`config.mk`:
```
export PLATFORM = sky130hd
export DESIGN_NAME = serial_tx
export DESIGN_NICKNAME = d
export VERILOG_FILES = /design/src/rtl/serial_tx.sv
export SDC_FILE = /design/constraint.sdc
export NUM_CORES = 1
export LEC_CHECK = 0
export ABC_AREA = 1
export CAP_MARGIN = 20
export CELL_PAD_IN_SITES_DETAIL_PLACEMENT = 0
export CELL_PAD_IN_SITES_GLOBAL_PLACEMENT = 1
export CORE_MARGIN = 1.5
export CORE_UTILIZATION = 39
export CTS_CLUSTER_DIAMETER = 60
export CTS_CLUSTER_SIZE = 20
export DETAILED_ROUTE_END_ITERATION = 10
export HOLD_SLACK_MARGIN = 0.02
export PLACE_DENSITY = 0.79
export SLEW_MARGIN = 5
export SYNTH_ARGS = -nofsm -noshare
export SYNTH_HDL_FRONTEND = slang
export SYNTH_SLANG_ARGS = --single-unit
```
`constraint.sdc`:
```
create_clock -name clk_i -period 1.9 [get_ports clk_i]
set_input_delay 0.285 -clock clk_i [delete_from_list [all_inputs] [get_ports clk_i]]
set_output_delay 0.285 -clock clk_i [all_outputs]
set_load 0.005 [all_outputs]
```
`src/rtl/serial_tx.sv`:
```
// serial_tx -- parallel-in, serial-out transmitter.
//
// A W-bit word is accepted on a valid/ready handshake. It is then shifted out
// on sdo_o with a generated bit clock sclk_o and a frame strobe fs_o. A
// receiver samples sdo_o on each sclk_o rising edge while fs_o is high.
//
// Parameters
//   W    word width in bits (>= 2)
//   DIV  clk_i cycles per sclk_o half-period (>= 1)
//   GAP  idle sclk_o periods between frames (>= 0)
//
// Ports
//   clk_i    system clock, rising edge
//   rst_n_i  asynchronous active-low reset
//   din_i    word to transmit, sampled on acceptance only
//   dir_i    bit order, sampled with din_i: 1 = LSB first, 0 = MSB first
//   valid_i  din_i/dir_i valid
//   ready_o  block can accept a word
//   sclk_o   bit clock
//   sdo_o    serial data, stable across each sclk_o high phase
//   fs_o     high while a word is being shifted
//   busy_o   high whenever the FSM is not idle
//   done_o   one-cycle pulse at the end of each word
//
// Optional feature: defining SERIAL_TX_BUF_EN adds a one-word holding register.
// A word accepted during a frame then starts as soon as that frame's gap ends,
// or seamlessly on the last falling edge when GAP = 0.
//
// state    | meaning
// ---------+--------------------------------------------------------
// ST_IDLE  | waiting for a word; outputs quiet
// ST_SHIFT | frame in progress; fs_o high, sclk_o toggling
// ST_GAP   | inter-frame gap of GAP*2*DIV cycles; outputs quiet

module serial_tx #(
    parameter int W   = 8,
    parameter int DIV = 4,
    parameter int GAP = 1
) (
    input  logic         clk_i,
    input  logic         rst_n_i,
    input  logic [W-1:0] din_i,
    input  logic         dir_i,
    input  logic         valid_i,
    output logic         ready_o,
    output logic         sclk_o,
    output logic         sdo_o,
    output logic         fs_o,
    output logic         busy_o,
    output logic         done_o
);

    localparam int GAP_CYC = GAP * 2 * DIV;
    localparam int DCW     = (DIV > 1) ? $clog2(DIV) : 1;
    localparam int BCW     = $clog2(W);
    localparam int GCW     = (GAP_CYC > 1) ? $clog2(GAP_CYC) : 1;

    localparam logic [DCW-1:0] DIV_LAST = DCW'(DIV - 1);
    localparam logic [BCW-1:0] BIT_LAST = BCW'(W - 1);
    localparam logic [GCW-1:0] GAP_LAST = (GAP_CYC > 0) ? GCW'(GAP_CYC - 1) : '0;

    typedef enum logic [1:0] {
        ST_IDLE  = 2'd0,
        ST_SHIFT = 2'd1,
        ST_GAP   = 2'd2
    } state_e;

    state_e         state_q;
    logic [DCW-1:0] div_cnt_q;
    logic [BCW-1:0] bit_cnt_q;
    logic [GCW-1:0] gap_cnt_q;
    logic [W-1:0]   sr_q;
    logic           sclk_q;
    logic           sdo_q;
    logic           fs_q;
    logic           done_q;

    logic           accept;
    logic           frame_end;
    logic           load_now;
    logic [W-1:0]   word_d;

    // The shift register always shifts MSB-first, so an LSB-first word is
    // bit-reversed once when it is loaded.
    function automatic logic [W-1:0] to_msb_first(input logic [W-1:0] d,
                                                  input logic       lsb_first);
        logic [W-1:0] r;
        for (int i = 0; i < W; i++) begin
            r[i] = lsb_first ? d[W-1-i] : d[i];
        end
        return r;
    endfunction

    assign accept    = valid_i && ready_o;
    // Falling sclk edge that ends the last bit of the word.
    assign frame_end = (state_q == ST_SHIFT) && (div_cnt_q == DIV_LAST) &&
                       sclk_q && (bit_cnt_q == BIT_LAST);

`ifdef SERIAL_TX_BUF_EN
    logic [W-1:0] hold_q;
    logic         full_q;
    logic         load_point;

    assign ready_o    = !full_q;
    // Points where a queued (or freshly presented) word can start a frame
    // without an idle cycle in between.
    assign load_point = (frame_end && (GAP == 0)) ||
                        ((state_q == ST_GAP) && (gap_cnt_q == '0));
    assign word_d     = full_q ? hold_q : to_msb_first(din_i, dir_i);
    assign load_now   = ((state_q == ST_IDLE) && accept) ||
                        (load_point && (full_q || valid_i));

    always_ff @(posedge clk_i or negedge rst_n_i) begin
        if (!rst_n_i) begin
            hold_q <= '0;
            full_q <= 1'b0;
        end else if (accept && !load_now) begin
            hold_q <= to_msb_first(din_i, dir_i);
            full_q <= 1'b1;
        end else if (load_now && full_q) begin
            full_q <= 1'b0;
        end
    end
`else
    assign ready_o  = (state_q == ST_IDLE);
    assign word_d   = to_msb_first(din_i, dir_i);
    assign load_now = (state_q == ST_IDLE) && accept;
`endif

    always_ff @(posedge clk_i or negedge rst_n_i) begin
        if (!rst_n_i) begin
            state_q   <= ST_IDLE;
            div_cnt_q <= '0;
            bit_cnt_q <= '0;
            gap_cnt_q <= '0;
            sr_q      <= '0;
            sclk_q    <= 1'b0;
            sdo_q     <= 1'b0;
            fs_q      <= 1'b0;
            done_q    <= 1'b0;
        end else begin
            done_q <= 1'b0;
            case (state_q)
                ST_SHIFT: begin
                    if (div_cnt_q != DIV_LAST) begin
                        div_cnt_q <= div_cnt_q + DCW'(1);
                    end else begin
                        div_cnt_q <= '0;
                        if (!sclk_q) begin
                            sclk_q <= 1'b1;
                        end else if (!frame_end) begin
                            sclk_q    <= 1'b0;
                            bit_cnt_q <= bit_cnt_q + BCW'(1);
                            sr_q      <= {sr_q[W-2:0], 1'b0};
                            sdo_q     <= sr_q[W-2];
                        end else begin
                            sclk_q    <= 1'b0;
                            sdo_q     <= 1'b0;
                            fs_q      <= 1'b0;
                            done_q    <= 1'b1;
                            bit_cnt_q <= '0;
                            if (GAP == 0) begin
                                state_q <= ST_IDLE;
                            end else begin
                                state_q   <= ST_GAP;
                                gap_cnt_q <= GAP_LAST;
                            end
                        end
                    end
                end
                ST_GAP: begin
                    if (gap_cnt_q == '0) begin
                        state_q <= ST_IDLE;
                    end else begin
                        gap_cnt_q <= gap_cnt_q - GCW'(1);
                    end
                end
                default: begin
                end
            endcase

            // A load overrides whatever the current state decided, which lets
            // a new frame begin on the same edge that ends the previous one.
            if (load_now) begin
                state_q   <= ST_SHIFT;
                sr_q      <= word_d;
                sdo_q     <= word_d[W-1];
                fs_q      <= 1'b1;
                sclk_q    <= 1'b0;
                div_cnt_q <= '0;
                bit_cnt_q <= '0;
            end
        end
    end

    assign sclk_o = sclk_q;
    assign sdo_o  = sdo_q;
    assign fs_o   = fs_q;
    assign done_o = done_q;
    assign busy_o = (state_q != ST_IDLE);

endmodule

```
==> results.sh <==
export IMPL_clockBufferDepth=2
export IMPL_worst_slew_pin_slew_ns=0.475
export IMPL_period_share_pct=94.5
export IMPL_crit_family="buffers and inverters"
export IMPL_drtIter0Drc=38
export IMPL_cts_sinks=21
export IMPL_port_buffers=17
export IMPL_yosys_warnings=0
export IMPL_num_vias=988
export IMPL_setup_violations=0
export IMPL_avgViaCountPerCell=4.49
export IMPL_drt_wl_total_mm=2.11
export IMPL_htreeDepth=1
export IMPL_slowest_stage="clkdlybuf4s50_1"
export IMPL_fin_cells=220
export IMPL_drive_above_1_share_pct=14.2
export IMPL_die_area_um2=3540
export IMPL_ys_seq_area_share_pct=42.2
export IMPL_clock_latency_ns=0.31
export IMPL_grt_max_degree=22
export IMPL_synth_cells=156
export IMPL_syn_num_nets=173
export IMPL_die_x_um=59.5
export IMPL_cp_max_fo=4
export IMPL_post_route_min_period_ns=1.80
export IMPL_cts_hold_buf=0
export IMPL_io_pins=18
export IMPL_cp_required_ns=1.62
export IMPL_grt_pass1_wl_mm=3.93
export IMPL_start_kind="register"
export IMPL_synth_area_leaders="dfrtp_1 (42%), nand2_1 (20%), ha_1 (5.0%), inv_1 (4.8%), o21ai_1 (3.2%)"
export IMPL_cts_buffers=3
export IMPL_rows=20
export IMPL_nNetsFinal=194
export IMPL_cts_tree="yes"
export IMPL_ant_nets=0
export IMPL_rsz0062_at_grt="false"
export IMPL_place_hpwl_mm=1.66
export IMPL_antenna_found_initial=0
export IMPL_yosys_area_top_type_share_pct=42.2
export IMPL_crit_type="reg -> out"
export IMPL_slew_violations=0
export IMPL_placed_cell_area_um2=1460
export IMPL_start_util_pct=40.8
export IMPL_cp_buffers_inverters=1
export IMPL_syn_area_um2=1240
export IMPL_status="completed"
export IMPL_drv_cap=0
export IMPL_fmax_mhz=557
export IMPL_clockRootBuffer="clkbuf_4"
export IMPL_hold_ws_ns=0.297
export IMPL_finClkSkew_ns=0.0120
export IMPL_ys_ff_latch=21
export IMPL_crit_arrival_ns=1.51
export IMPL_slew_limit_headroom_pct=68.2
export IMPL_peakVddDrop_uv=516
export IMPL_gr_total_overflow=0
export IMPL_first_global_vias=961
export IMPL_diodes=0
export IMPL_power_density_nw_per_um2=1060
export IMPL_die_y_um=59.5
export IMPL_worstSetupEndpointType="output port"
export IMPL_drc_errors=0
export IMPL_area_delta_synth_final_pct=19.7
export IMPL_cp_cell_sequence="nor2_4, clkdlybuf4s50_1"
export IMPL_first_pass_iters=4
export IMPL_dp_cells=216
export IMPL_hold_path_class="in -> async"
export IMPL_ys_types=26
export IMPL_slowest_delay_ns=0.52
export IMPL_finalHoldViolCount=0
export IMPL_fin_setup_tns_ns=0
export IMPL_final_area_um2=1490
export IMPL_clk_pin_slew_worst_paths_ns=0.12
export IMPL_leakage_nw=0.762
export IMPL_wl_per_cell_um=9.59
export IMPL_routabilityCongestion=0.737
export IMPL_grt_use_total_pct=14.5
export IMPL_synth_area_per_cell_um2=7.98
export IMPL_core_um2=3050
export IMPL_synth_top_area_cell="dfrtp_1"
==> final cells by class <==
class / count / area [um2]
clock buffer: 3 / 22.5
clock inverter: 1 / 5.00
fill: 317 / 1560
inverter: 20 / 80.1
multi-input combinational: 113 / 623
sequential: 21 / 527
tap: 44 / 55.1
timing repair buffer: 18 / 178
==> logic make-up (layout without fill, tap and decap cells) <==
group	after synthesis	count (layout)	synth area share [%]
XOR/XNOR	1	1	0.704
flip-flops	21	21	42.2
adder cells (fa/ha/maj)	5	5	5.03
AO/OA/AOI/OAI	20	20	9.55
AND/OR/NAND/NOR	87	87	34.8
buffers and inverters	22	42	7.74
==> sequential cells by signal, summed over array words and instances (netlist names) <==
signal,flops
sclk_o,1
bit_cnt_q,3
sdo_o,1
done_o,1
gap_cnt_q,3
div_cnt_q,2
sr_q,7
state_q,2
fs_o,1
==> cell usage in the layout (no fill, tap or decap), drive strengths merged <==
master and n:
clkinv 1, o211a 1, a21oi 6, nand2 71, inv 20, o21ai 12
nand3 8, nand4 2, nor2 6, o211ai 1, xnor2 1, dfrtp 21
buf 1, clkbuf 3, clkdlybuf4s50 17, ha 5
==> timing repair <==
action / in CTS / in global routing
setup endpoints to repair: 0 / 1
setup buffers: 0 / 0
resized for setup: 0 / 1
==> per-stage QoR <==
stage               total power [mW]  utilization (%)  setup WS (ns)
finish                          1.57             48.8          0.104
global placement                1.37             47.9          0.357
CTS                             1.61             48.8         0.0426
detailed placement              1.38             47.9          0.282
floorplan                       1.18                -          0.556
global route                    1.74             48.8         0.0360
==> per-layer routing <==
metal  track usage, %  part of all wire, %  wire [um]  vias to the layer above
li1                 -                    -          -                      529
met5                0                    0          0                        -
met1             19.5                   51       1080                      445
met4             1.27                    0          0                        0
met2             23.5                   45        959                       14
met3             5.02                  3.5         73                        0
==> cell usage after synthesis, drive strengths merged <==
cell	instances
o21ai	12
xnor2	1
o211a	1
nand2	71
nand4	2
nand3	8
buf	2
nor2	6
o211ai	1
inv	20
ha	5
a21oi	6
dfrtp	21
==> power by group <==
group / internal [mW] / switching (mW) / leakage (nW) / total, mW
Sequential: 0.575 / 0.0928 / 0.271 / 0.667
Combinational: 0.297 / 0.397 / 0.473 / 0.694
Clock: 0.0785 / 0.134 / 0.0177 / 0.213
Total: 0.950 / 0.623 / 0.762 / 1.57
==> final timing paths <==
path	startpoint	endpoint	slack, ns	depth (start not counted)
setup / recovery	state_q[1]	ready_o	0.10	2
hold / removal	rst_n_i	gap_cnt_q[2]	0.30	2
setup reg to reg	bit_cnt_q[0]	sr_q[0]	0.42	8
hold reg to reg	sr_q[0]	sr_q[0]	0.48	2
max in group asynchronous	rst_n_i	state_q[1]	1.37	2
min in group clk_i	sr_q[0]	sr_q[0]	0.48	2
Power figures use the tool's default switching activity.
